<file path="config.mk">
export PLATFORM = sky130hd
export DESIGN_NAME = matrix_feeder_flat
export DESIGN_NICKNAME = d
export VERILOG_FILES = /design/src/rtl/matrix_feeder_pkg.sv /design/src/rtl/matrix_feeder_if.sv /design/src/rtl/matrix_feeder_buffer.sv /design/src/rtl/matrix_feeder.sv /design/src/flat_wrapper.sv
export SDC_FILE = /design/constraint.sdc
export NUM_CORES = 1
export LEC_CHECK = 0
export ABC_AREA = 1
export CAP_MARGIN = 30
export CORE_MARGIN = 5
export CORE_UTILIZATION = 55
export DETAILED_ROUTE_END_ITERATION = 16
export HOLD_SLACK_MARGIN = 0.1
export MAX_ROUTING_LAYER = met4
export PLACE_DENSITY_LB_ADDON = 0.08
export SETUP_SLACK_MARGIN = 0.05
export SLEW_MARGIN = 20
export SYNTH_ARGS = -nofsm -noshare
export SYNTH_HDL_FRONTEND = slang
export SYNTH_SLANG_ARGS = --single-unit
</file>
<file path="constraint.sdc">
create_clock -name clk -period 2.6 [get_ports clk]
set_input_delay 0.39 -clock clk [delete_from_list [all_inputs] [get_ports clk]]
set_output_delay 0.39 -clock clk [all_outputs]
set_load 0.01 [all_outputs]
</file>
<file path="src/rtl/matrix_feeder_pkg.sv">
`default_nettype none
// ============================================================================
// Module   : matrix_feeder_pkg
// Brief    : Shared types and helpers for the systolic-array operand feeder:
//            FSM state encoding, beat-count function, address-range check.
// Revision : 1.0 - initial release
// ============================================================================
package matrix_feeder_pkg;

    localparam int c_STATE_W = 2;

    typedef enum logic [c_STATE_W-1:0] {
        ST_IDLE     = 2'd0,
        ST_WAIT_RDY = 2'd1,
        ST_STREAM   = 2'd2,
        ST_DONE     = 2'd3
    } state_t;

    // Data beats plus the zero beats needed to drain the array's skew registers.
    function automatic int total_beats(input int m, input int n, input int l);
        return n + m + l - 2;
    endfunction

    // True when a row-major element index falls inside a buffer of 'limit' entries.
    function automatic logic addr_in_range(input int addr, input int limit);
        return (addr < limit);
    endfunction

endpackage
`default_nettype wire

</file>
<file path="src/rtl/matrix_feeder_if.sv">
`default_nettype none
// ============================================================================
// Module   : matrix_feeder_if
// Brief    : Host write / command port and array streaming port of the
//            matrix feeder. 'master' is the host+array side, 'slave' the feeder.
// Revision : 1.0 - initial release
// ============================================================================
interface matrix_feeder_if #(
    parameter int WIDTH_left = 8,
    parameter int WIDTH_up   = 8,
    parameter int WR_W       = 16,
    parameter int Mritx_M    = 3,
    parameter int Mritx_L    = 3,
    parameter int ADDR_W     = 8
) ();

    logic                        wr_en;
    logic                        wr_sel;
    logic [ADDR_W-1:0]           wr_addr;
    logic [WR_W-1:0]             wr_data;
    logic                        start;
    logic                        busy;
    logic                        done;
    logic                        arr_ready;
    logic                        arr_valid;
    logic [Mritx_M*WIDTH_left-1:0] arr_left;
    logic [Mritx_L*WIDTH_up-1:0]   arr_up;

    modport master (
        output wr_en, wr_sel, wr_addr, wr_data, start, arr_ready,
        input  busy, done, arr_valid, arr_left, arr_up
    );

    modport slave (
        input  wr_en, wr_sel, wr_addr, wr_data, start, arr_ready,
        output busy, done, arr_valid, arr_left, arr_up
    );

endinterface
`default_nettype wire

</file>
<file path="src/rtl/matrix_feeder_buffer.sv">
`default_nettype none
// ============================================================================
// Module   : feeder_buffer
// Brief    : A (MxN) and B (NxL) operand register file. Decoded host write
//            port; combinational read of column k of A and row k of B, with
//            all-zero lanes for k >= N (flush beats).
// Revision : 1.0 - initial release
// ============================================================================
module feeder_buffer
    import matrix_feeder_pkg::*;
#(
    parameter int WIDTH_left = 8,
    parameter int WIDTH_up   = 8,
    parameter int WR_W       = 16,
    parameter int Mritx_M    = 3,
    parameter int Mritx_N    = 3,
    parameter int Mritx_L    = 3,
    parameter int ADDR_W     = 8,
    parameter int CNT_W      = 10
) (
    input  wire logic                          clk,
    input  wire logic                          rst,
    input  wire logic                          i_wr_en,
    input  wire logic                          i_wr_sel,
    input  wire logic [ADDR_W-1:0]             i_wr_addr,
    input  wire logic [WR_W-1:0]               i_wr_data,
    input  wire logic [CNT_W-1:0]              i_rd_k,
    output logic      [Mritx_M*WIDTH_left-1:0] o_col_a,
    output logic      [Mritx_L*WIDTH_up-1:0]   o_row_b
);

    localparam int c_A_SIZE = Mritx_M * Mritx_N;
    localparam int c_B_SIZE = Mritx_N * Mritx_L;

    logic [WIDTH_left-1:0] r_a [c_A_SIZE];
    logic [WIDTH_up-1:0]   r_b [c_B_SIZE];

    // Upper host data bits carry no information for these element widths.
    logic w_unused_wr_data;
    assign w_unused_wr_data = ^i_wr_data;

    // Element-wise decoded write; addresses beyond the buffer match nothing.
    always_ff @(posedge clk) begin
        if (!rst) begin
            for (int e = 0; e < c_A_SIZE; e++) r_a[e] <= '0;
            for (int e = 0; e < c_B_SIZE; e++) r_b[e] <= '0;
        end else if (i_wr_en) begin
            for (int e = 0; e < c_A_SIZE; e++)
                if (!i_wr_sel && i_wr_addr == ADDR_W'(e))
                    r_a[e] <= i_wr_data[WIDTH_left-1:0];
            for (int e = 0; e < c_B_SIZE; e++)
                if (i_wr_sel && i_wr_addr == ADDR_W'(e))
                    r_b[e] <= i_wr_data[WIDTH_up-1:0];
        end
    end

    // Column k of A onto left lanes, row k of B onto up lanes; zero when k >= N.
    always_comb begin
        o_col_a = '0;
        o_row_b = '0;
        for (int k = 0; k < Mritx_N; k++) begin
            if (i_rd_k == CNT_W'(k)) begin
                for (int i = 0; i < Mritx_M; i++)
                    o_col_a[i*WIDTH_left +: WIDTH_left] = r_a[i*Mritx_N + k];
                for (int j = 0; j < Mritx_L; j++)
                    o_row_b[j*WIDTH_up +: WIDTH_up] = r_b[k*Mritx_L + j];
            end
        end
    end

endmodule
`default_nettype wire

</file>
<file path="src/rtl/matrix_feeder.sv">
`default_nettype none
// ============================================================================
// Module   : matrix_feeder
// Brief    : Buffers host-written operand matrices and streams them into the
//            systolic array: N data beats followed by M+L-2 zero flush beats.
//            All outputs registered; each beat is prepared one cycle early.
// Revision : 1.0 - initial release
// ============================================================================
module matrix_feeder
    import matrix_feeder_pkg::*;
#(
    parameter int WIDTH_left = 8,
    parameter int WIDTH_up   = 8,
    parameter int WR_W       = 16,
    parameter int Mritx_M    = 3,
    parameter int Mritx_N    = 3,
    parameter int Mritx_L    = 3,
    parameter int ADDR_W     = 8,
    parameter int CNT_W      = 10
) (
    input  wire logic      clk,
    input  wire logic      rst,
    matrix_feeder_if.slave bus
);

    localparam int c_TOTAL  = total_beats(Mritx_M, Mritx_N, Mritx_L);
    localparam int c_A_SIZE = Mritx_M * Mritx_N;
    localparam int c_B_SIZE = Mritx_N * Mritx_L;

    state_t                        r_state, w_state_nxt;
    logic [CNT_W-1:0]              r_cnt, w_cnt_nxt;
    logic                          r_busy, w_busy_nxt;
    logic                          r_done, w_done_nxt;
    logic                          r_valid, w_valid_nxt;
    logic                          w_load;
    logic [CNT_W-1:0]              w_rd_k;
    logic                          w_wr_ok;
    logic [Mritx_M*WIDTH_left-1:0] r_left, w_col_a;
    logic [Mritx_L*WIDTH_up-1:0]   r_up, w_row_b;

    // Host writes land only while idle and inside the selected matrix.
    assign w_wr_ok = bus.wr_en && (r_state == ST_IDLE) &&
                     addr_in_range(int'(bus.wr_addr), bus.wr_sel ? c_B_SIZE : c_A_SIZE);

    feeder_buffer #(
        .WIDTH_left (WIDTH_left),
        .WIDTH_up   (WIDTH_up),
        .WR_W       (WR_W),
        .Mritx_M    (Mritx_M),
        .Mritx_N    (Mritx_N),
        .Mritx_L    (Mritx_L),
        .ADDR_W     (ADDR_W),
        .CNT_W      (CNT_W)
    ) u_buffer (
        .clk       (clk),
        .rst       (rst),
        .i_wr_en   (w_wr_ok),
        .i_wr_sel  (bus.wr_sel),
        .i_wr_addr (bus.wr_addr),
        .i_wr_data (bus.wr_data),
        .i_rd_k    (w_rd_k),
        .o_col_a   (w_col_a),
        .o_row_b   (w_row_b)
    );

    // Next-state and next-output decisions; r_cnt is the beat currently on the bus.
    always_comb begin
        w_state_nxt = r_state;
        w_cnt_nxt   = r_cnt;
        w_busy_nxt  = r_busy;
        w_done_nxt  = 1'b0;
        w_valid_nxt = 1'b0;
        w_load      = 1'b0;
        w_rd_k      = '0;
        case (r_state)
            ST_IDLE: begin
                if (bus.start) begin
                    w_state_nxt = ST_WAIT_RDY;
                    w_busy_nxt  = 1'b1;
                end
            end
            ST_WAIT_RDY: begin
                if (bus.arr_ready) begin
                    w_state_nxt = ST_STREAM;
                    w_cnt_nxt   = '0;
                    w_valid_nxt = 1'b1;
                    w_load      = 1'b1;
                end
            end
            ST_STREAM: begin
                if (r_cnt == CNT_W'(c_TOTAL - 1)) begin
                    w_state_nxt = ST_DONE;
                    w_done_nxt  = 1'b1;
                    w_busy_nxt  = 1'b0;
                end else begin
                    w_cnt_nxt   = r_cnt + CNT_W'(1);
                    w_valid_nxt = 1'b1;
                    w_load      = 1'b1;
                    w_rd_k      = r_cnt + CNT_W'(1);
                end
            end
            ST_DONE: begin
                w_state_nxt = ST_IDLE;
            end
            default: begin
                w_state_nxt = ST_IDLE;
                w_busy_nxt  = 1'b0;
            end
        endcase
    end

    // State, beat counter and status flags.
    always_ff @(posedge clk) begin
        if (!rst) begin
            r_state <= ST_IDLE;
            r_cnt   <= '0;
            r_busy  <= 1'b0;
            r_done  <= 1'b0;
            r_valid <= 1'b0;
        end else begin
            r_state <= w_state_nxt;
            r_cnt   <= w_cnt_nxt;
            r_busy  <= w_busy_nxt;
            r_done  <= w_done_nxt;
            r_valid <= w_valid_nxt;
        end
    end

    // Lane registers: buffer read for the upcoming beat, zero otherwise.
    always_ff @(posedge clk) begin
        if (!rst) begin
            r_left <= '0;
            r_up   <= '0;
        end else begin
            r_left <= w_load ? w_col_a : '0;
            r_up   <= w_load ? w_row_b : '0;
        end
    end

    assign bus.busy      = r_busy;
    assign bus.done      = r_done;
    assign bus.arr_valid = r_valid;
    assign bus.arr_left  = r_left;
    assign bus.arr_up    = r_up;

endmodule
`default_nettype wire

</file>
<file path="src/flat_wrapper.sv">
// flat-port wrapper written by rule: the top's interface ports become plain ports
module matrix_feeder_flat import matrix_feeder_pkg::*;
#(
    parameter int WIDTH_left = 8,
    parameter int WIDTH_up   = 8,
    parameter int WR_W       = 16,
    parameter int Mritx_M    = 3,
    parameter int Mritx_N    = 3,
    parameter int Mritx_L    = 3,
    parameter int ADDR_W     = 8,
    parameter int CNT_W      = 10
)
  (clk, rst, bus_wr_en, bus_wr_sel, bus_wr_addr, bus_wr_data, bus_start, bus_arr_ready, bus_busy, bus_done, bus_arr_valid, bus_arr_left, bus_arr_up);
  matrix_feeder_if #(.WIDTH_left(WIDTH_left), .WIDTH_up(WIDTH_up), .WR_W(WR_W), .Mritx_M(Mritx_M), .Mritx_L(Mritx_L), .ADDR_W(ADDR_W)) bus_i ();
  input  wire logic clk;
  input  wire logic rst;
  input wire logic [$bits(bus_i.wr_en)-1:0] bus_wr_en;
  input wire logic [$bits(bus_i.wr_sel)-1:0] bus_wr_sel;
  input wire logic [$bits(bus_i.wr_addr)-1:0] bus_wr_addr;
  input wire logic [$bits(bus_i.wr_data)-1:0] bus_wr_data;
  input wire logic [$bits(bus_i.start)-1:0] bus_start;
  input wire logic [$bits(bus_i.arr_ready)-1:0] bus_arr_ready;
  output wire logic [$bits(bus_i.busy)-1:0] bus_busy;
  output wire logic [$bits(bus_i.done)-1:0] bus_done;
  output wire logic [$bits(bus_i.arr_valid)-1:0] bus_arr_valid;
  output wire logic [$bits(bus_i.arr_left)-1:0] bus_arr_left;
  output wire logic [$bits(bus_i.arr_up)-1:0] bus_arr_up;
  assign bus_i.wr_en = bus_wr_en;
  assign bus_i.wr_sel = bus_wr_sel;
  assign bus_i.wr_addr = bus_wr_addr;
  assign bus_i.wr_data = bus_wr_data;
  assign bus_i.start = bus_start;
  assign bus_i.arr_ready = bus_arr_ready;
  assign bus_busy = bus_i.busy;
  assign bus_done = bus_i.done;
  assign bus_arr_valid = bus_i.arr_valid;
  assign bus_arr_left = bus_i.arr_left;
  assign bus_arr_up = bus_i.arr_up;
  matrix_feeder #(.WIDTH_left(WIDTH_left), .WIDTH_up(WIDTH_up), .WR_W(WR_W), .Mritx_M(Mritx_M), .Mritx_N(Mritx_N), .Mritx_L(Mritx_L), .ADDR_W(ADDR_W), .CNT_W(CNT_W)) u_core (.clk(clk), .rst(rst), .bus(bus_i));
endmodule
</file>
After elaboration in Yosys (flattened, before gate mapping)
Memory sizes are Yosys's and may differ from the RTL's.
Index checks and enable logic that the tools add are counted.
Storage, ports and cells
  bits in registers: 63
  bits in writable memories: 144
  input port bits: 30
  output and inout bits: 51
  word-level logic and storage cells: 191
  memories: 2
Operators by class
  add/subtract/negate cells: 1
  $lt $le $gt $ge: 1
  eq/ne operators: 18
  multiplexer cells: 113
  bitwise gates (word level): 18
  reductions and logical operators: 31
Memory list
  u_core.u_buffer.r_a: words 9, bits a word 8, rd ports 9, clocked after memory_dff 0, write ports 9, line matrix_feeder_buffer.sv:35  | logic [WIDTH_left-1:0] r_a [c_A_SIZE];
  u_core.u_buffer.r_b: words 9, bits a word 8, rd ports 9, clocked after memory_dff 0, write ports 9, line matrix_feeder_buffer.sv:36  | logic [WIDTH_up-1:0] r_b [c_B_SIZE];
Operators with widths (count)
  $mux 24: 6
  $mux 8: 18
  $mux 1: 78
  $mux 10: 4
  $eq 8x3->1 const B: 4
  $logic_and 1x1->1: 20
  $pmux 10 s2: 1
  $or 1x1->1: 18
  $eq 8x2->1 const B: 2
  $add 10x1->10 const B: 1
  $eq 10x1->1 const B: 1
  $eq 10x2->1 const B: 1
  $eq 10x3->1 const B: 1
  $logic_not 10->1: 1
  $reduce_and 3->1: 3
  $eq 8x1->1 const B: 1
  $eq 8x4->1 const B: 1
  $logic_not 8->1: 1
  $lt 8x4->1 const B: 1
  $pmux 2 s4: 1
  $mux 2: 3
  $ne 2x2->1 const B: 3
  $eq 2x2->1 const B: 2
  $pmux 1 s2: 2
  other kinds (6): 8

Longest topological paths before layout
  depth after elaboration: 7
  mapped depth: 15
  gate-level depth less buffers: 13

Modules after synthesis
Synthesis repeated with hierarchy kept, for this count alone.
Unflattened totals
  cells, all modules: 816
  area, all modules: 8541.9 sq um
By module, submodules not included
  feeder_buffer: instances 1, cells an instance 503, area an instance 6155.9 sq um
  matrix_feeder: instances 1, cells an instance 313, area an instance 2386.0 sq um

Worst setup path before layout
Ideal clock, no wire load.
  path kind: input-to-reg
  start point: in bus_wr_addr[5]
  end point: mem u_core.u_buffer.r_a[6][0], in the netlist u_core.u_buffer.r_a[0][48] (enable)
  setup time: 0.384 ns
  arrival: 1.938 ns
  required time: 2.216 ns
  slack: 0.278 ns
  cell stages on the path: 10
  buffers on the path: 1
  cell sequence: nor2_1 -> nand2_1 -> inv_1 -> nand4_1 -> o21ai_0 -> nand3_1 -> nor2_1 -> nand2_1 -> clkbuf_1 -> o21ai_0
RTL lines
  from (decl): line flat_wrapper.sv:19  | input wire logic [$bits(bus_i.wr_addr)-1:0] bus_wr_addr;
  to (decl): line matrix_feeder_buffer.sv:35

Worst setup path in the final report
  start point: reg u_core.r_state[0]
  end point: reg u_core.r_cnt[9]
Between the ends
  cells in the longest elaborated chain, start to end: 3
Ends and longest elaborated chain
  from (decl): line matrix_feeder.sv:30  | state_t r_state, w_state_nxt;
  from (signal assigned): line matrix_feeder.sv:121  | r_state <= w_state_nxt;
  $eq 2x2->1 or $eq 2x1->1 (tied branches): line matrix_feeder.sv:75  | case (r_state)
  $ne 2x2->1 (no source line) or $reduce_bool 2->1 (tied branches)
  $reduce_and 3->1 (no source line)
  to (signal assigned): line matrix_feeder.sv:122  | r_cnt <= w_cnt_nxt;
  to (decl): line matrix_feeder.sv:31  | logic [CNT_W-1:0] r_cnt, w_cnt_nxt;
Parallel ways exist; a longest one is shown, timed or not.
A chain may end at the register's enable or synchronous reset.

==> flow_summary.toml <==
[power]
cellPowerDensity_mw_per_mm2 = 932
ir_drop_v = 0.000714
p_leak_nw = 4.14

[timing]
finalCritPeriodShare = 0.886
finalHoldViolCount = 0
holdWs_ps = 445
skew_ps = 12.5
finalSetupViolCount = 0
slew_viol_final = 0
relSlewSlack = 0.611
worst_pin_slew_ps = 583
rsz0062_at_grt = "no"
fmax_mhz = 434
finalCriticalPeriod_ps = 2300
fin_tns_setup_ps = 0

[clock_network]
clk_pin_slew_ps = 60
insertion_delay_ps = 500
cts_sinks = 207
htreeDepth = 1
postCtsSetupBuffers = 0
cts_tree = "yes"
cts_buffers = 22
clk_path_buf_depth = 3
root_buffer = "clkbuf_16"

[synthesis]
synth_seq_cells = 207
synth_top_area_share = 0.519
synthesis.instances = 789
synth_area_sq_mm = 0.00833
synth_most_common_cell = "nor2_1"
avgSynthCellArea_sq_um = 10.6
synth-async-reset-ratio = 0
synthTopCellsByCount = "163 x nor2_1, 144 x edfxtp_1, 91 x nand2_1, 81 x inv_1, 74 x o21ai_0"
synth_nets = 825
synth_cell_types = 26
synth-seq-area-share = 0.671
yosysTopAreaCell = "edfxtp_1"
yosysWarnings = 0
synth_edf_count = 144
synthFlopType = "edfxtp_1"
synthTopCellsByArea = "edfxtp_1 52%, dfxtp_1 15%, nor2_1 7.3%"

[global_routing]
grt_max_degree = 81
grt_pass1_wl_um = 29000
grt-busiest-layer = "met2"
gr-usage-met3 = 0.0354
antenna_found_initial = 0
gr-total-overflow = 0
grt_util_all_layers = 0.208
grt_use_met2 = 0.349
grt_pass1_vias = 5789
grtUsageMet1 = 0.266

[routing]
drc = 0
first_iter_violations = 375
final_antenna_net_count = 0
routed_wl_um = 17700
wl_per_cell_um = 16.2
vias = 5844
viasPerCell = 5.36
firstDrtPassIters = 5

[placed_design]
dpl.cell_count = 1053
place_hpwl_um = 11000
port_buffers = 72
place.gp.congestion = 0.855

[layout]
nNetsFinal = 925
fillCellCount = 1094
diodes = 0
post-route-util = 0.679
layoutNonFillerInstCount = 1091
syn_to_final_growth_pct = 22.5
drive_gt1_frac = 0.125

[setup_path]
critical_path_required_ps = 3000
cp-end-kind = "register"
critPathKind = "register to register"
worstSetupStartpointType = "register"
critPathMaxFanout = 16
worstPathArrival_ps = 2710

[die]
die_w_um = 133
start_util = 0.554
io_pins = 81
rows = 45
die_area_sq_mm = 0.0177
die_h_um = 133
core-area_sq_mm = 0.0150

[min_path]
hp-class = "register to register"

[status]
status = "complete, no violations"

[run]
drv_cap = 0
-- state kept, by name, summed over array words and instances (netlist names) --
name	flops
u_core.bus.arr_valid	1
u_core.u_buffer.r_b	72
u_core.bus.busy	1
u_core.r_state	2
u_core.r_cnt	10
u_core.bus.arr_up	24
u_core.u_buffer.r_a	72
u_core.bus.done	1
u_core.bus.arr_left	24
-- final timing paths --
kind,startpoint,end,slack [ps],depth (start not counted)
max,u_core.r_state[0],u_core.r_cnt[9],300,9
max reg2reg,u_core.r_state[0],u_core.r_cnt[9],300,9
min reg2reg,u_core.bus.busy,u_core.bus.busy,440,2
min,u_core.bus.busy,u_core.bus.busy,440,2
-- kinds of logic after synthesis --
logic type / after synthesis / share of synthesized area
flip-flops: 207 / 0.671
buffers and inverters: 124 / 0.0670
AND/OR/NAND/NOR: 359 / 0.195
adder cells (fa/ha/maj): 6 / 0.00901
AO/OA/AOI/OAI: 93 / 0.0589
-- layer usage --
| metal | vias to the layer above | part of all wire |
|---|---|---|
| li1 | 2854 | - |
| met1 | 2762 | 0.43 |
| met2 | 209 | 0.49 |
| met3 | 19 | 0.072 |
| met4 | 0 | 0.011 |
| met5 | - | 0 |
-- final cells by class --
| type | instances | area [sq um] | area share |
|---|---|---|---|
| inverters | 83 | 312 | 0.0305 |
| multi-input cells | 458 | 2200 | 0.215 |
| repair buffers | 117 | 1120 | 0.110 |
| clock inverters | 12 | 168 | 0.0164 |
| flip-flops and latches | 207 | 5590 | 0.547 |
| well taps | 188 | 235 | 0.0230 |
| clock buffers | 26 | 586 | 0.0574 |
-- worst max-delay path: stages (launching register included) --
cell and delay [ps]:
dfxtp_1 320, inv_1 120, ha_1 550, nand2_1 190
buf_4 190, o21ai_0 70, nand2_1 150, inv_1 370
nor2_1 80, a211oi_1 190
-- power breakdown --
group	internal [mW]	leakage (nW)	total (mW)	switching [mW]
sequential	3.75	2.00	3.90	0.145
clock	2.00	0.372	3.21	1.21
combinational	0.847	1.77	2.40	1.55
-- repair_timing --
| action | in CTS | in global routing |
|---|---|---|
| resized for setup | 0 | 2 |
| hold buffers | 0 | 0 |
| setup endpoints to repair | 0 | 26 |
-- cell usage in the layout, fill, tap and decap left out, drive strengths merged --
cell           instances
a21oi                  9
bufinv                 4
a21boi                 1
buf                   45
or2                    1
a211oi                 7
dfxtp                 63
edfxtp               144
o21ai                 74
clkbuf                26
nand3                 24
nand4                 51
o31ai                  2
clkdlybuf4s50         72
nor4b                  1
clkinv                 8
nand2                 94
nor2                 186
inv                   83
ha                     6
nor3                   2
-- stage by stage --
stage | instance area [sq um] | power [mW] | worst slack, ps
3_3_place_gp | 9440 | 6.25 | 107
5_1_grt | 10200 | 10.0 | 47.2
4_1_cts | 10200 | 9.54 | 238
6_report | 10200 | 9.51 | 296
2_1_floorplan | 8330 | 5.64 | 278
3_5_place_dp | 9440 | 6.34 | -10.7
(Power assumes the default switching activity.)
